==> src/rtl/hazard_ctrl.sv <==
// Hazard and stall sequencer for the 5-stage MIPS core: load-use, taken beq/j, memory wait.
// Define HAZ_PERF_CNT_EN to build the saturating stall/flush performance counters.
module hazard_ctrl #(
   parameter int MEM_TIMEOUT = 16,
   parameter int CNT_W       = 16
) (
   input  logic             clk,
   input  logic             rst,
   input  logic [4:0]       id_rs,
   input  logic [4:0]       id_rt,
   input  logic             id_uses_rt,
   input  logic             id_jump,
   input  logic             ex_mem_read,
   input  logic [4:0]       ex_rt,
   input  logic             ex_branch_taken,
   input  logic             mem_req,
   input  logic             mem_ready,
   output logic             pc_write,
   output logic             ifid_write,
   output logic             ifid_flush,
   output logic             idex_flush,
   output logic             idex_bubble,
   output logic             pipe_hold,
   output logic             mem_err,
   output logic [1:0]       state,
   output logic [CNT_W-1:0] stall_cnt,
   output logic [CNT_W-1:0] flush_cnt
);

   localparam int                WAIT_W   = $clog2(MEM_TIMEOUT + 1);
   localparam logic [WAIT_W-1:0] WAIT_MAX = WAIT_W'(MEM_TIMEOUT);

   typedef enum logic [1:0] {
      RUN      = 2'b00,
      MEM_WAIT = 2'b01,
      ERROR    = 2'b10
   } state_t;

   state_t            state_q, state_d;
   logic [WAIT_W-1:0] wait_q, wait_d;
   logic              lu, mw, resolve;

   // Register 0 is hard-wired, so a load targeting it never creates a dependency.
   assign lu = ex_mem_read && (ex_rt != 5'd0) &&
               ((ex_rt == id_rs) || (id_uses_rt && (ex_rt == id_rt)));
   assign mw = mem_req && !mem_ready;

   always_comb begin
      // NOTE: every output of this block gets a default first, so no path can infer a latch.
      pc_write    = 1'b0;
      ifid_write  = 1'b0;
      ifid_flush  = 1'b0;
      idex_flush  = 1'b0;
      idex_bubble = 1'b0;
      pipe_hold   = 1'b0;
      resolve     = 1'b0;
      state_d     = state_q;
      wait_d      = wait_q;
      if (rst) begin
         idex_bubble = 1'b1;
      end else begin
         case (state_q)
            RUN: begin
               if (mw) begin
                  pipe_hold = 1'b1;
                  wait_d    = WAIT_W'(1);
                  state_d   = MEM_WAIT;
               end else begin
                  resolve = 1'b1;
               end
            end
            MEM_WAIT: begin
               if (!mem_ready) begin
                  pipe_hold = 1'b1;
                  if (wait_q == WAIT_MAX) state_d = ERROR;
                  else                    wait_d  = wait_q + 1'b1;
               end else begin
                  // Completion releases the hold and lets the front end resolve this same cycle.
                  resolve = 1'b1;
                  state_d = RUN;
                  wait_d  = '0;
               end
            end
            ERROR: begin
               pipe_hold = 1'b1;
            end
            default: begin
               state_d = RUN;
               wait_d  = '0;
            end
         endcase

         if (resolve) begin
            if (ex_branch_taken) begin
               pc_write   = 1'b1;
               ifid_flush = 1'b1;
               idex_flush = 1'b1;
            end else if (id_jump) begin
               pc_write   = 1'b1;
               ifid_write = 1'b1;
               ifid_flush = 1'b1;
            end else if (lu) begin
               idex_bubble = 1'b1;
            end else begin
               pc_write   = 1'b1;
               ifid_write = 1'b1;
            end
         end
      end
   end

   // NOTE: sequential state uses non-blocking assignments so every flop samples pre-edge values.
   always_ff @(posedge clk) begin
      if (rst) begin
         state_q <= RUN;
         wait_q  <= '0;
      end else begin
         state_q <= state_d;
         wait_q  <= wait_d;
      end
   end

   assign state   = rst ? RUN : state_q;
   assign mem_err = !rst && (state_q == ERROR);

`ifdef HAZ_PERF_CNT_EN
   logic [CNT_W-1:0] stall_q, flush_q;
   logic             stall_ev;

   // Outside reset a bubble only comes from a load-use stall; ERROR holds are not stalls.
   assign stall_ev = idex_bubble || (pipe_hold && (state_q != ERROR));

   always_ff @(posedge clk) begin
      if (rst) begin
         stall_q <= '0;
         flush_q <= '0;
      end else begin
         if (stall_ev && (stall_q != '1))   stall_q <= stall_q + 1'b1;
         if (ifid_flush && (flush_q != '1)) flush_q <= flush_q + 1'b1;
      end
   end

   assign stall_cnt = rst ? '0 : stall_q;
   assign flush_cnt = rst ? '0 : flush_q;
`else
   assign stall_cnt = '0;
   assign flush_cnt = '0;
`endif

endmodule

==> config.mk <==
export PLATFORM = sky130hd
export DESIGN_NAME = hazard_ctrl
export DESIGN_NICKNAME = d
export VERILOG_FILES = /design/src/rtl/hazard_ctrl.sv
export SDC_FILE = /design/constraint.sdc
export NUM_CORES = 1
export LEC_CHECK = 0
export CORE_ASPECT_RATIO = 1.25
export CORE_MARGIN = 1.5
export CORE_UTILIZATION = 34
export DETAILED_ROUTE_END_ITERATION = 12
export PLACE_DENSITY = 0.92
export SLEW_MARGIN = 20
export SYNTH_ARGS = -nofsm -noshare
export SYNTH_HDL_FRONTEND = slang
export SYNTH_SLANG_ARGS = --single-unit
==> constraint.sdc <==
create_clock -name clk -period 2.05 [get_ports clk]
set_input_delay 0.3075 -clock clk [delete_from_list [all_inputs] [get_ports clk]]
set_output_delay 0.3075 -clock clk [all_outputs]
set_load 0.01 [all_outputs]
* After elaboration in Yosys (flattened, before gate mapping) *
Index checks and enable logic that the tools add are counted.

operators by class
  add/subtract/negate cells = 1
  eq/ne operators = 8
  muxes and demuxes = 37
  bitwise gates (word level) = 1
  reductions and logical operators = 12

operators with widths
  kind                                            count
  two-way mux 1 bit                               26
  two-way mux 5 bit                               3
  case mux 5 bit (3 select lines)                 1
  == test 5 bit                                   2
  two-way mux 2 bit                               4
  inequality test 3 bit (second input constant)   2
  case mux 2 bit (3 select lines)                 1
  AND reduction 3 bit                             2
  adder 5 x 1 -> 5 bit (second input constant)    1
  == test 5 bit (second input constant)           1
  logical AND 1 bit                               5
  nonzero test 5 bit                              1
  case mux 1 bit (3 select lines)                 1
  == test 2 x 1 -> 1 bit (second input constant)  1
  == test 2 bit (second input constant)           1
  zero test 1 bit                                 2
  zero test 2 bit                                 1
  inequality test 2 bit (second input constant)   1
  case mux 1 bit (2 select lines)                 1
  logical OR 1 bit                                1
  NOT 1 bit                                       1

storage, ports and cells
  register bits after elaboration = 7
  bits of input ports = 23
  output and inout port bits = 41
  word-level logic and storage cells = 61

* Depth between registers and ports, before layout *
  word-level depth = 9
  gate-level depth with buffers = 6
  depth with buffers taken out = 6

* Worst setup path after synthesis *
Ideal clock, no wire load.

  path type = reg-to-reg
  start = reg wait_q[0]
  end = reg wait_q[3]
  library setup time = 70 ps
  data arrival time = 1,406 ps
  data required time = 1,980 ps
  setup slack = 574 ps
  stages on the path, launching flop included = 7
  path buffers = 0
  period minus slack after synthesis = 1,476 ps
  path through = dfxtp_1 > inv_1 > ha_1 > and4bb_4 > o2bb2ai_2 > or3_1 > a21oi_1

between the ends
  longest elaborated chain between the ends = 4
  elaborated cells on any way between the ends = 7
  classes of those cells = 1 x add/sub; 2 x eq/ne; 3 x mux; 1 x reduce/logical

ends and longest elaborated chain
  element                          RTL line  RTL
  from (decl)                      40        logic [WAIT_W-1:0] wait_q, wait_d;
  from (signal assigned)           119       wait_q <= wait_d;
  adder 5 x 1 -> 5 bit             76        else wait_d = wait_q + 1'b1;
  two-way mux 5 bit                75        if (wait_q == WAIT_MAX) state_d = ERROR;
  two-way mux 5 bit                73        if (!mem_ready) begin
  case mux 5 bit (3 select lines)  62        case (state_q)

Parallel ways exist; a longest one is shown, timed or not. The select of a mux whose other input is x is not followed.
A chain may end at the register's enable or synchronous reset.

* Final worst setup path *
  start = in mem_req
  end = out idex_bubble

between the ends
  longest elaborated chain between the ends = 6

ends and longest elaborated chain
  element                          RTL line  RTL
  from (decl)                      16        input logic mem_req,
  logical AND 1 bit                46        assign mw = mem_req && !mem_ready;
  two-way mux 1 bit                64        if (mw) begin
  case mux 1 bit (2 select lines)  62
  two-way mux 1 bit                59        if (rst) begin
  two-way mux 1 bit                93        if (resolve) begin
  two-way mux 1 bit                59
  to (decl)                        22        output logic idex_bubble,

Every way passes these cells. The select of a mux whose other input is x is not followed.

==> metrics.log <==
[metrics] maximum fanout encountered on the critical timing path: 3
[metrics] setup_tns: 0 ns
[metrics] global-route wire length before repair: 2750 um
[metrics] PortBufs: 31
[metrics] CTS tree: done
[metrics] std cell rows: 20
[metrics] number of setup violations in the final report: 0
[metrics] clk sink count: 7
[metrics] number of clock buffers inserted by TritonCTS: 3
[metrics] hold-fix buffers at CTS: 0
[metrics] stage delay of the slowest cell on the critical path: 0.51 ns
[metrics] initial core utilization: 0.356
[metrics] Required @ worst endpoint: 1.74 ns
[metrics] ordered list of cells on the worst path: clkdlybuf4s50_1 -> nor2_2 -> o21ba_2 -> buf_4 -> a41o_1 -> dlygate4sd2_1
[metrics] final standard cell utilization of the core: 0.486
[metrics] number of warning messages in the yosys log: 0
[metrics] Slew Limit Fails: 0
[metrics] Area growth syn-to-layout: 36.3%
[metrics] type of the worst setup path: in2out
[metrics] post-synthesis cell count: 111
[metrics] antenna violations before repair: 0
[metrics] classification of the worst-slack hold path: reg2reg
[metrics] topmost layer with routed signal wires: met4
[metrics] arrival time of data at the critical path endpoint: 1.70 ns
[metrics] slowest stage cell on the critical path: sky130_fd_sc_hd__clkdlybuf4s50_1
[metrics] leak pwr: 0.568 nW
[metrics] number of vias per cell: 4.25
[metrics] total met2 wirelength after detailed routing: 981 um
[metrics] synthesized flop and latch total: 7
[metrics] post-detailed-placement half-perimeter wirelength: 1540 um
[metrics] register area share after synthesis: 0.162
[metrics] CTS clock-pin slew for the worst setup and hold paths: 0.06 ns
[metrics] number of nets with antenna violations after detailed routing: 0
[metrics] I/O pin total: 64
[metrics] fraction of final layout cells sized beyond drive strength 1: 0.137
[metrics] endpoints failing hold: 0
[metrics] top cell type by total area after synthesis: sky130_fd_sc_hd__buf_4
[metrics] reported max-cap violation count: 0
[metrics] final wirelength: 1840 um
[metrics] crit share post-route: 0.977
[metrics] cell depth of the worst min-delay path: 2
[metrics] final critical-path required period: 2.00 ns
[metrics] run status: finished clean
[metrics] total congestion overflow: 0
[metrics] largest net degree at the start of global routing: 12
[metrics] crit path capture type: output pin
[metrics] kind of launch point of the worst setup path: primary input
[metrics] worst reg-to-reg path cell count: 6
[metrics] die outline area: 0.00286 mm^2
[metrics] Mapped Avg Cell Area: 7.79 um^2
[metrics] Final #Nets: 179
[metrics] setup repair after global routing missed its margin: no
[metrics] clk root buf: sky130_fd_sc_hd__clkbuf_4
[metrics] Avg WL per Cell: 9.89 um
[metrics] length of the first detailed-routing pass in iterations: 2
[metrics] fill count: 234
[metrics] Peak supply drop: 0.258 mV
[metrics] 1st-iter DRT viols: 2
[metrics] vias: 790
[metrics] met1 wire length: 639 um
[metrics] number of stages on the worst setup path: 6
[metrics] total power of the final layout: 0.000442 W
[metrics] count of cell types in the netlist: 33
[metrics] DRC violations left: 0
[metrics] buffer depth of the longest clock path: 2
[metrics] die width: 48.1 um
[metrics] Achievable Freq: 499 MHz
[metrics] depth of the CTS H-tree: 1
[metrics] largest cells by area after synthesis: sky130_fd_sc_hd__buf_4, sky130_fd_sc_hd__dfxtp_1, sky130_fd_sc_hd__xnor2_1, sky130_fd_sc_hd__nor2_1, sky130_fd_sc_hd__a21oi_1
[metrics] via count of the first global-routing pass: 735
[metrics] GRT Resource Usage Total: 0.139
[metrics] Fin Clk Skew: 0.00762 ns
[metrics] die outline height: 59.4 um
[metrics] total power density per cell area: 375 mW/mm^2
[metrics] Yosys top cell area share: 0.287
[metrics] area of the placeable core: 0.00243 mm^2
[metrics] antenna cell count: 0
[metrics] cell area after synthesis: 865 um^2
[metrics] Buffers & Inverters on Critical Path: 3
[metrics] gpl congestion: 0.817
[metrics] gate family responsible for the most delay along the worst path: buffers and inverters
[metrics] wire length on met3: 179 um
[metrics] later-pin clock latency in the skew report: 0.26 ns
Yosys cell counts, drive strengths merged:
cell type,number
conb,1
inv,5
nand2b,1
a311oi,1
and4bb,1
a2111oi,1
o21ba,1
or2,1
or3,3
nor3b,2
nand4,1
o2bb2ai,1
a211o,1
ha,2
or3b,1
buf,34
a41o,1
nor2,7
and2,1
dfxtp,7
and2b,1
a31oi,2
a21oi,5
nand2,5
nand3,3
nor2b,4
o22ai,1
xnor2,10
nor3,2
a211oi,1
o21ai,4
where the power goes:
part	leakage, nW	switching [W]	internal, W
sequential	0.0568	0.00000305	0.000139
clock	0.0150	0.0000596	0.0000749
combinational	0.497	0.0000834	0.0000825
total	0.568	0.000146	0.000296
final timing paths:
path / slack [ns] / startpoint / endpoint
worst max-delay path: 0.05 / mem_req / idex_bubble
worst min-delay path: 0.50 / wait_q[4] / wait_q[4]
worst max register to register: 0.45 / wait_q[0] / wait_q[0]
worst min register to register: 0.50 / wait_q[4] / wait_q[4]
per-layer routing:
metal | GRT usage | up-vias
li1 | - | 392
met1 | 0.121 | 348
met2 | 0.253 | 46
met3 | 0.0518 | 4
met4 | 0.0811 | 0
met5 | 0 | -
cell usage in the layout, fill, tap and decap left out:
cell and n:
sky130_fd_sc_hd__nor2_2 1, sky130_fd_sc_hd__nor3b_4 1, sky130_fd_sc_hd__and2_1 1, sky130_fd_sc_hd__and4bb_4 1, sky130_fd_sc_hd__nand3_1 3, sky130_fd_sc_hd__a41o_1 1
sky130_fd_sc_hd__nor2b_1 4, sky130_fd_sc_hd__a2111oi_0 1, sky130_fd_sc_hd__or3_1 3, sky130_fd_sc_hd__o21ai_0 4, sky130_fd_sc_hd__clkdlybuf4s50_1 18, sky130_fd_sc_hd__o2bb2ai_2 1
sky130_fd_sc_hd__a21oi_1 5, sky130_fd_sc_hd__conb_1 32, sky130_fd_sc_hd__clkbuf_2 1, sky130_fd_sc_hd__dlymetal6s2s_1 4, sky130_fd_sc_hd__o22ai_2 1, sky130_fd_sc_hd__and2b_1 1
sky130_fd_sc_hd__nand2b_1 1, sky130_fd_sc_hd__ha_1 2, sky130_fd_sc_hd__buf_4 10, sky130_fd_sc_hd__clkbuf_4 3, sky130_fd_sc_hd__dfxtp_1 7, sky130_fd_sc_hd__nor3b_1 1
sky130_fd_sc_hd__inv_1 5, sky130_fd_sc_hd__dlygate4sd2_1 8, sky130_fd_sc_hd__nor2_1 6, sky130_fd_sc_hd__a211o_1 1, sky130_fd_sc_hd__a31oi_1 2, sky130_fd_sc_hd__nand2_1 5
sky130_fd_sc_hd__a211oi_1 1, sky130_fd_sc_hd__or2_2 1, sky130_fd_sc_hd__clkbuf_1 1, sky130_fd_sc_hd__xnor2_1 10, sky130_fd_sc_hd__a311oi_1 1, sky130_fd_sc_hd__nor3_1 2
sky130_fd_sc_hd__o21ba_2 1, sky130_fd_sc_hd__nand4_1 1, sky130_fd_sc_hd__or3b_1 1
cells by family (layout without fill, tap and decap cells):
kind of cell,after synthesis,count (layout),share of synthesized area
AO/OA/AOI/OAI,19,19,0.153
adder cells (fa/ha/maj),2,2,0.0289
buffers and inverters,39,50,0.321
other,1,32,0.00434
flip-flops,7,7,0.162
XOR/XNOR,10,10,0.101
AND/OR/NAND/NOR,33,33,0.229
metrics by stage:
stage               cell area (um^2)  hold slack (ns)  cells  worst slack, ns
floorplan                        981            0.458    142            0.574
global placement                1150            0.470    182           -0.306
detailed placement              1150            0.490    182           -0.314
CTS                             1170            0.502    186           0.0248
global route                    1180            0.540    186           0.0182
finish                          1180            0.498    186           0.0465
area by class of cell:
type,count,area (um^2),share of cell area
Clock buffer,4,26.3,0.0223
Inverter,5,18.8,0.0159
Multi-Input combinational cell,96,572,0.485
Sequential cell,7,140,0.119
Tap cell,33,41.3,0.0350
Timing Repair Buffer,41,380,0.323
sequential cells by signal, summed over array words and instances, names as in the netlist:
| name | count |
|---|---|
| state_q | 2 |
| wait_q | 5 |
worst reg2reg max path: stages, from the launching register on:
cell	delay [ns]
sky130_fd_sc_hd__dfxtp_1	0.40
sky130_fd_sc_hd__inv_1	0.07
sky130_fd_sc_hd__ha_1	0.19
sky130_fd_sc_hd__and4bb_4	0.22
sky130_fd_sc_hd__o2bb2ai_2	0.17
sky130_fd_sc_hd__or3b_1	0.37
sky130_fd_sc_hd__a21oi_1	0.12
what timing repair did:
| item | 4_1_cts | 5_1_grt |
|---|---|---|
| buffers inserted | 0 | 0 |
| gates resized for setup | 10 | 8 |
| setup endpoints to repair | 6 | 6 |
| pin swaps | 2 | 1 |
Power figures use the tool's default switching activity.
